<file path="src/rtl/em_port_arbiter.sv">
// em_port_arbiter: two-requester round-robin arbiter and sequencer for the
// shared data port of the external byte-addressed memory (EM).
//   requester 0 = CPU data path, requester 1 = loader/DMA path.
// Each access runs IDLE (grant) -> ISSUE (EM strobe) -> DONE (done pulse).
// Optional build macro: BOUNDS_CHECK_EN
//   defined   : accesses touching a byte >= MEM_SIZE are suppressed and flagged
//   undefined : no check, err outputs stay 0
module em_port_arbiter #(
  parameter int MEM_SIZE = 125,
  parameter int AW       = 10
) (
  input  logic            clock,
  input  logic            reset,
  // requester 0 (CPU)
  input  logic            r0_req,
  input  logic            r0_we,
  input  logic [1:0]      r0_size,
  input  logic [AW-1:0]   r0_addr,
  input  logic [31:0]     r0_wdata,
  output logic            r0_gnt,
  output logic            r0_done,
  output logic [31:0]     r0_rdata,
  output logic            r0_err,
  // requester 1 (loader/DMA)
  input  logic            r1_req,
  input  logic            r1_we,
  input  logic [1:0]      r1_size,
  input  logic [AW-1:0]   r1_addr,
  input  logic [31:0]     r1_wdata,
  output logic            r1_gnt,
  output logic            r1_done,
  output logic [31:0]     r1_rdata,
  output logic            r1_err,
  // EM port
  output logic [2:0]      em_control,
  output logic [4*AW-1:0] em_address,
  output logic [31:0]     em_wdata,
  input  logic [31:0]     em_read
);

`ifdef BOUNDS_CHECK_EN
  localparam logic CHECK_EN = 1'b1;
`else
  localparam logic CHECK_EN = 1'b0;
`endif

  // Highest legal byte index + 1, in the unwrapped AW+1-bit domain.
  localparam logic [AW:0] MEM_LIMIT = (AW+1)'(MEM_SIZE);

  typedef enum logic [1:0] {
    ST_IDLE  = 2'd0,
    ST_ISSUE = 2'd1,
    ST_DONE  = 2'd2
  } state_t;

  // Size code 0 is an alias for a full word.
  function automatic logic [1:0] eff_size(input logic [1:0] size);
    logic [1:0] res;
    case (size)
      2'd0:    res = 2'd3;
      default: res = size;
    endcase
    return res;
  endfunction

  // Offset of the last byte touched: writes cover only their size, reads
  // always fetch all four lanes.
  function automatic logic [1:0] last_offset(input logic we, input logic [1:0] size_e);
    logic [1:0] res;
    if (we) begin
      case (size_e)
        2'd1:    res = 2'd0;
        2'd2:    res = 2'd1;
        default: res = 2'd3;
      endcase
    end else begin
      res = 2'd3;
    end
    return res;
  endfunction

  // State and datapath registers
  state_t          state_q, state_d;
  logic            rr_q, rr_d;          // 1: requester 1 wins a tie
  logic            sel_q, sel_d;        // requester owning the current access
  logic            err_q, err_d;        // current access is out of range
  logic [2:0]      em_control_q, em_control_d;
  logic [4*AW-1:0] em_address_q, em_address_d;
  logic [31:0]     em_wdata_q, em_wdata_d;
  logic [31:0]     r0_rdata_q, r0_rdata_d;
  logic [31:0]     r1_rdata_q, r1_rdata_d;
  logic            r0_done_q, r0_done_d;
  logic            r1_done_q, r1_done_d;
  logic            r0_err_q, r0_err_d;
  logic            r1_err_q, r1_err_d;

  // Arbitration and selected-request signals
  logic            req_any_s;
  logic            grant_sel_s;
  logic            gnt_s;
  logic            sel_we_s;
  logic [1:0]      sel_size_s;
  logic [1:0]      size_eff_s;
  logic [AW-1:0]   sel_addr_s;
  logic [31:0]     sel_wdata_s;
  logic [1:0]      span_s;
  logic [AW:0]     last_byte_s;
  logic            oob_s;
  logic [4*AW-1:0] lanes_s;

  // Pick the winning requester: a lone requester always wins, a tie goes
  // to whoever was not granted last.
  always_comb begin
    req_any_s   = r0_req | r1_req;
    grant_sel_s = 1'b0;
    if (r0_req && r1_req) begin
      grant_sel_s = rr_q;
    end else if (r1_req) begin
      grant_sel_s = 1'b1;
    end else begin
      grant_sel_s = 1'b0;
    end
  end

  assign gnt_s  = (state_q == ST_IDLE) && req_any_s;
  assign r0_gnt = gnt_s & ~grant_sel_s;
  assign r1_gnt = gnt_s &  grant_sel_s;

  // Route the winner's request fields and derive lane addresses and range.
  always_comb begin
    if (grant_sel_s) begin
      sel_we_s    = r1_we;
      sel_size_s  = r1_size;
      sel_addr_s  = r1_addr;
      sel_wdata_s = r1_wdata;
    end else begin
      sel_we_s    = r0_we;
      sel_size_s  = r0_size;
      sel_addr_s  = r0_addr;
      sel_wdata_s = r0_wdata;
    end
    size_eff_s  = eff_size(sel_size_s);
    span_s      = last_offset(sel_we_s, size_eff_s);
    // Unwrapped sum so an access running past 2^AW still counts as out of range.
    last_byte_s = {1'b0, sel_addr_s} + {{(AW-1){1'b0}}, span_s};
    oob_s       = CHECK_EN & (last_byte_s >= MEM_LIMIT);
    // Lane addresses wrap modulo 2^AW.
    lanes_s     = {sel_addr_s + AW'(3), sel_addr_s + AW'(2),
                   sel_addr_s + AW'(1), sel_addr_s};
  end

  // Next-state and registered-output logic of the access sequencer.
  always_comb begin
    state_d      = state_q;
    rr_d         = rr_q;
    sel_d        = sel_q;
    err_d        = err_q;
    em_control_d = em_control_q;
    em_address_d = em_address_q;
    em_wdata_d   = em_wdata_q;
    r0_rdata_d   = r0_rdata_q;
    r1_rdata_d   = r1_rdata_q;
    r0_done_d    = 1'b0;
    r1_done_d    = 1'b0;
    r0_err_d     = 1'b0;
    r1_err_d     = 1'b0;
    case (state_q)
      ST_IDLE: begin
        if (req_any_s) begin
          sel_d        = grant_sel_s;
          rr_d         = ~grant_sel_s;
          err_d        = oob_s;
          em_address_d = lanes_s;
          em_wdata_d   = sel_wdata_s;
          if (sel_we_s && !oob_s) begin
            em_control_d = {1'b0, size_eff_s};
          end else begin
            em_control_d = 3'd0;
          end
          state_d = ST_ISSUE;
        end else begin
          em_control_d = 3'd0;
          state_d      = ST_IDLE;
        end
      end
      ST_ISSUE: begin
        // EM write happens on this closing edge; em_read still shows the
        // pre-write contents, which is what the requester gets back.
        em_control_d = 3'd0;
        if (sel_q) begin
          r1_rdata_d = err_q ? 32'd0 : em_read;
          r1_done_d  = 1'b1;
          r1_err_d   = err_q;
        end else begin
          r0_rdata_d = err_q ? 32'd0 : em_read;
          r0_done_d  = 1'b1;
          r0_err_d   = err_q;
        end
        state_d = ST_DONE;
      end
      ST_DONE: begin
        em_control_d = 3'd0;
        state_d      = ST_IDLE;
      end
      default: begin
        em_control_d = 3'd0;
        state_d      = ST_IDLE;
      end
    endcase
  end

  // State and output registers; reset aborts any access in flight at once.
  always_ff @(posedge clock or posedge reset) begin
    if (reset) begin
      state_q      <= ST_IDLE;
      rr_q         <= 1'b0;
      sel_q        <= 1'b0;
      err_q        <= 1'b0;
      em_control_q <= 3'd0;
      em_address_q <= '0;
      em_wdata_q   <= 32'd0;
      r0_rdata_q   <= 32'd0;
      r1_rdata_q   <= 32'd0;
      r0_done_q    <= 1'b0;
      r1_done_q    <= 1'b0;
      r0_err_q     <= 1'b0;
      r1_err_q     <= 1'b0;
    end else begin
      state_q      <= state_d;
      rr_q         <= rr_d;
      sel_q        <= sel_d;
      err_q        <= err_d;
      em_control_q <= em_control_d;
      em_address_q <= em_address_d;
      em_wdata_q   <= em_wdata_d;
      r0_rdata_q   <= r0_rdata_d;
      r1_rdata_q   <= r1_rdata_d;
      r0_done_q    <= r0_done_d;
      r1_done_q    <= r1_done_d;
      r0_err_q     <= r0_err_d;
      r1_err_q     <= r1_err_d;
    end
  end

  assign em_control = em_control_q;
  assign em_address = em_address_q;
  assign em_wdata   = em_wdata_q;
  assign r0_rdata   = r0_rdata_q;
  assign r1_rdata   = r1_rdata_q;
  assign r0_done    = r0_done_q;
  assign r1_done    = r1_done_q;
  assign r0_err     = r0_err_q;
  assign r1_err     = r1_err_q;

endmodule
</file>
<file path="config.mk">
export PLATFORM = sky130hd
export DESIGN_NAME = em_port_arbiter
export DESIGN_NICKNAME = d
export VERILOG_FILES = /design/src/rtl/em_port_arbiter.sv
export SDC_FILE = /design/constraint.sdc
export NUM_CORES = 1
export LEC_CHECK = 0
export BUFFER_PORTS_ARGS = -buffer_cell sky130_fd_sc_hd__buf_2
export CAP_MARGIN = 20
export CELL_PAD_IN_SITES_DETAIL_PLACEMENT = 1
export CELL_PAD_IN_SITES_GLOBAL_PLACEMENT = 1
export CORE_UTILIZATION = 32
export DETAILED_ROUTE_END_ITERATION = 12
export PLACE_DENSITY = 0.85
export SETUP_SLACK_MARGIN = 0.3
export SLEW_MARGIN = 10
export SYNTH_ARGS = -nofsm -noshare
export SYNTH_HDL_FRONTEND = slang
export SYNTH_SLANG_ARGS = --single-unit
export TNS_END_PERCENT = 1
</file>
<file path="constraint.sdc">
create_clock -name clock -period 4 [get_ports clock]
set_input_delay 0 -clock clock [delete_from_list [all_inputs] [get_ports clock]]
set_output_delay 0 -clock clock [all_outputs]
set_load 0.01 [all_outputs]
</file>
# Word level (Yosys, flattened, before mapping)
# Cells that the tools add are included.
# op_classes
addsub	3
eq_ne	1
n_mux	16
n_bitwise	5
reduce_logical	7
# op_table
operator	count
32-bit 2-to-1 mux	1
10-bit by 2-bit adder with 10-bit output, second input constant	2
10-bit by 1-bit adder with 10-bit output, second input constant	1
10-bit 2-to-1 mux	1
1-bit 2-to-1 mux	8
2-bit 2-to-1 mux	3
3-bit 2-to-1 mux	2
2-bit AND reduction	3
2-bit logical NOT	2
2-bit case mux with 2 select lines	1
1-bit AND	2
2-bit by 1-bit equality test with 1-bit output, second input constant	1
1-bit logical AND	2
1-bit inverter	2
1-bit bitwise OR	1
# word_totals
ff_bits	145
inputBits	126
out_inout_bits	145
wordCells	42

# Logic depth before layout (Yosys ltp)
# depth
ltp_word	8
depth_mapped	11
ltp_nobuf	9

# Worst setup path after synthesis
# Ideal clock, no wire load.
# synth_path
path_type	reg2reg
from	reg rr_q
to	reg em_address_q[18] (netlist: em_address[18])
t_arrival_ns	2.044
slack_ns	1.874
path_stages_with_launch	12
n_path_buf	2
synth_period_minus_slack_ns	2.126
cell_sequence	dfrtp_1 -> nand2b_1 -> buf_2 -> nand2_1 -> buf_2 -> mux2i_1 -> inv_1 -> ha_1 -> inv_1 -> a221oi_1 -> xnor2_1 -> o21ai_0
# synth_between
elab_chain_cells	3
# synth_rtl
item	line_no	rtl
start, declared	84	logic rr_q, rr_d;
start signal, assigned	230	rr_q <= rr_d;
1-bit 2-to-1 mux	116	if (r0_req && r1_req) begin
10-bit 2-to-1 mux	131	if (grant_sel_s) begin
net lanes_s[1]	109	logic [4*AW-1:0] lanes_s;
10-bit by 1-bit adder with 10-bit output	149	sel_addr_s + AW'(1), sel_addr_s};
end signal, assigned	234	em_address_q <= em_address_d;
end, declared	88	logic [4*AW-1:0] em_address_q, em_address_d;
# The timed path passes the listed nets, and every way through them passes these cells.
# A chain may end at the register's enable or synchronous reset.

# Final worst setup path
# layout_path
from	reg rr_q
to	reg em_control_q[1] (netlist: em_control[1])
# layout_between
elab_chain_cells	7
# layout_rtl
item	line_no	rtl
1-bit 2-to-1 mux (*)	116	
2-bit 2-to-1 mux	131	
2-bit logical NOT	59	case (size)
2-bit 2-to-1 mux	59	
2-bit 2-to-1 mux (*)	175	if (sel_we_s && !oob_s) begin
3-bit 2-to-1 mux (*)	169	if (req_any_s) begin
3-bit 2-to-1 mux (*)	167	case (state_q)
net em_control_d[1]	87	logic [2:0] em_control_q, em_control_d;
end signal, assigned	233	em_control_q <= em_control_d;
end, declared	87	
# Mark *: on every way through the listed nets, which the timed path passes. The rest lies on a longest branch.

==> impl_metrics.csv <==
group,metric,value,unit
outcome,outcome,"complete, no violations",
hold_path,min_from,"r1_addr[9]",
grt,grt_pass1_wl,34400,um
yosys,yosysSeqAreaShare,58.4,%
clock_tree,cts_tree,"built",
die,core-area,18600,um2
timing,finalHoldViolCount,0,
placement,dp_hpwl,13400,um
yosys,yosys_warnings,0,
yosys,syn_inst,504,
timing,fin_tns_setup,0,ps
setup_path,ff2ff_path_depth,7,
timing,fin_crit_sh,80.3,%
die,pin_count,271,
power_and_ir_drop,ir_drop,0.000334,V
timing,min_period,3210,ps
drt,wl_per_cell,19.7,um
clock_tree,clkSinkCount,142,
grt,grt_antenna_before_repair,1,
setup_path,r2r-start,"rr_q",
setup_path,cp.arrival,3570,ps
clock_tree,cts_buffers,17,
yosys,synth_top_area_share,58.4,%
timing,finClkSkew,8.66,ps
timing,worst_pin_slew,1030,ps
clock_tree,clock_latency,420,ps
yosys,syn-cell-area,6090,um2
setup_path,critPathKind,"reg -> reg",
drt,postRouteAntennaNets,0,
finish,final_cell_mix,"buf_2 (267), dfrtp_1 (142), dlygate4sd3_1 (102), mux2_2 (69), nand2_1 (42)",
drt,drc_errors,0,
yosys,ys_top_cells_by_area,"dfrtp_1 (58%), mux2_2 (13%), a222oi_1 (5.8%), nand2_1 (2.6%), inv_1 (2.5%)",
clock_tree,htreeDepth,4,
placement,portBuffers,267,
power_and_ir_drop,total_power,7440,uW
hold_path,min_path_type,"in -> reg",
die,initial_core_util,32.6,%
finish,syn_to_final_growth,51.8,%
finish,final_layout_size_suffix_gt1_share,43.7,%
yosys,synth_cell_type_count,50,
clock_tree,clk_pin_slew,70,ps
hold_path,holdPathStages,3,
grt,track_usage,23.1,%
yosys,synth_top_area_cell,"dfrtp_1",
power_and_ir_drop,powerDensity,805,nW/um2
yosys,synth_flop_cell,"dfrtp_1",
grt,grt_overflow,0,
yosys,synth_edf_count,0,
drt,viasPerCell,5.15,
drt,drt-initial-drc-count,366,
finish,layout.nets,990,
finish,utilization,49.5,%
timing,fmax,311,MHz
yosys,synthArstFlopShare,100,%
hold_path,whs_endpoint,"em_address[9]",
setup_path,end_kind,"register",
die,die-width,140,um
drt,vias,5712,
clock_tree,clk_path_buf_depth,2,
timing,relSlewSlack,31.3,%
setup_path,worst-path-max-fanout,35,
setup_path,r2r_slack,790,ps
die,die_height,140,um
setup_path,worstPathRequired,4360,ps
yosys,ys_ff_latch,142,
drt,wl,21900,um
placement,place.gp.congestion,0.803,
finish,final_common_cell,"buf_2",
grt,grt_start_max_net_pins,143,
die,die_area,19600,um2
die,row_count,50,
yosys,syn_avg_cell_area,12.1,um2
timing,setup_viol,0,
job,cap_violations,0,
setup_path,reg2reg_to,"em_control[1]",
timing,slew_violations,0,
power_and_ir_drop,p_leak,0.00455,uW
grt,grt_pass1_vias,6459,
setup_path,start_kind,"register",
timing,grt_setup_unrepaired,"false",
clock_tree,cts-root-buf,"clkbuf_16",
drt,drtPass1Iterations,7,
[layer usage]
metal  routed length, um  track usage [%]  up-vias
met1                8150             24.5     2856
met2               11600             42.2      260
met3                1220             5.61       62
li1                    -                -     2532
met4                 920             12.6        2
met5                  13                0        -
[worst max-delay path: stages, from the launching register on]
cell and delay [ps]:
dfrtp_1 390, nand2b_1 460, nand2_1 570, nor3_4 270
buf_4 390, a22oi_1 180, a311oi_1 290, dlygate4sd3_1 580
[final cells by class]
class	instances	area [um2]
Fill cell	2082	9410
Sequential cell	142	3550
Timing Repair Buffer	374	2410
Multi-Input combinational cell	286	2240
Clock buffer	17	425
Tap cell	234	293
Inverter	41	158
Clock inverter	15	153
Antenna cell	1	2.50
[power by group]
group / internal, uW / switching (uW) / leakage (uW) / total, uW
Sequential: 2160 / 435 / 0.00171 / 2600
Clock: 877 / 686 / 0.000280 / 1560
Combinational: 1580 / 1690 / 0.00256 / 3280
Total: 4620 / 2820 / 0.00455 / 7440
[metrics by stage]
stage                     hold WS, ps  setup slack [ps]  cells  area [um2]
final                            37.1               787   1110        9240
after global routing             57.5               482   1109        9230
after CTS                        13.3               828   1109        9230
after detailed placement          222              1110    975        7630
after global placement            208              1280    975        7630
after floorplan                   110              1870    506        6100
[worst max-delay path by stage]
stage                     startpoint              to  slack, ps
after floorplan                 rr_q  em_address[18]       1870
after global placement          rr_q  em_address[18]       1280
after detailed placement        rr_q  em_address[16]       1110
after CTS                       rr_q   em_control[1]        830
after global routing            rr_q   em_control[1]        480
final                           rr_q   em_control[1]        790
[sequential cells by signal, indices dropped and copies added (netlist names), 2 cells and up]
name        count
em_address     38
r1_rdata       32
state_q         2
r0_rdata       32
em_wdata       32
em_control      2
[Yosys cell counts (5+ instances only)]
cell        n
nor2_1     11
nand2_1    42
mux2_2     69
nand3_1     8
o21ai_0    25
a21oi_1     7
a21o_1      5
a222oi_1   35
inv_1      40
nand4_1     5
xnor2_1    13
buf_1       6
xor2_1      5
clkbuf_1   20
dfrtp_1   142
buf_4       7
[repair_timing]
action / CTS / global route
gates resized for setup: 0 / 0
hold buffers: 102 / 0
hold endpoints to repair: 241 / 0
setup buffers: 0 / 0
[kinds of logic (layout without fill, tap and decap cells)]
kind of cell               Yosys count  after routing  synth area share, %
other                                1              4               0.0616
buffers and inverters               78            447                 5.32
DFF                                142            142                 58.4
AOI/OAI and AO/OA                  104            104                 13.2
muxes                               73             73                 13.4
xor gates and xnor gates            18             18                 2.59
and+or+nand+nor                     86             86                 6.60
adders and majority gates            2              2                0.411
Power figures use the tool's default switching activity.
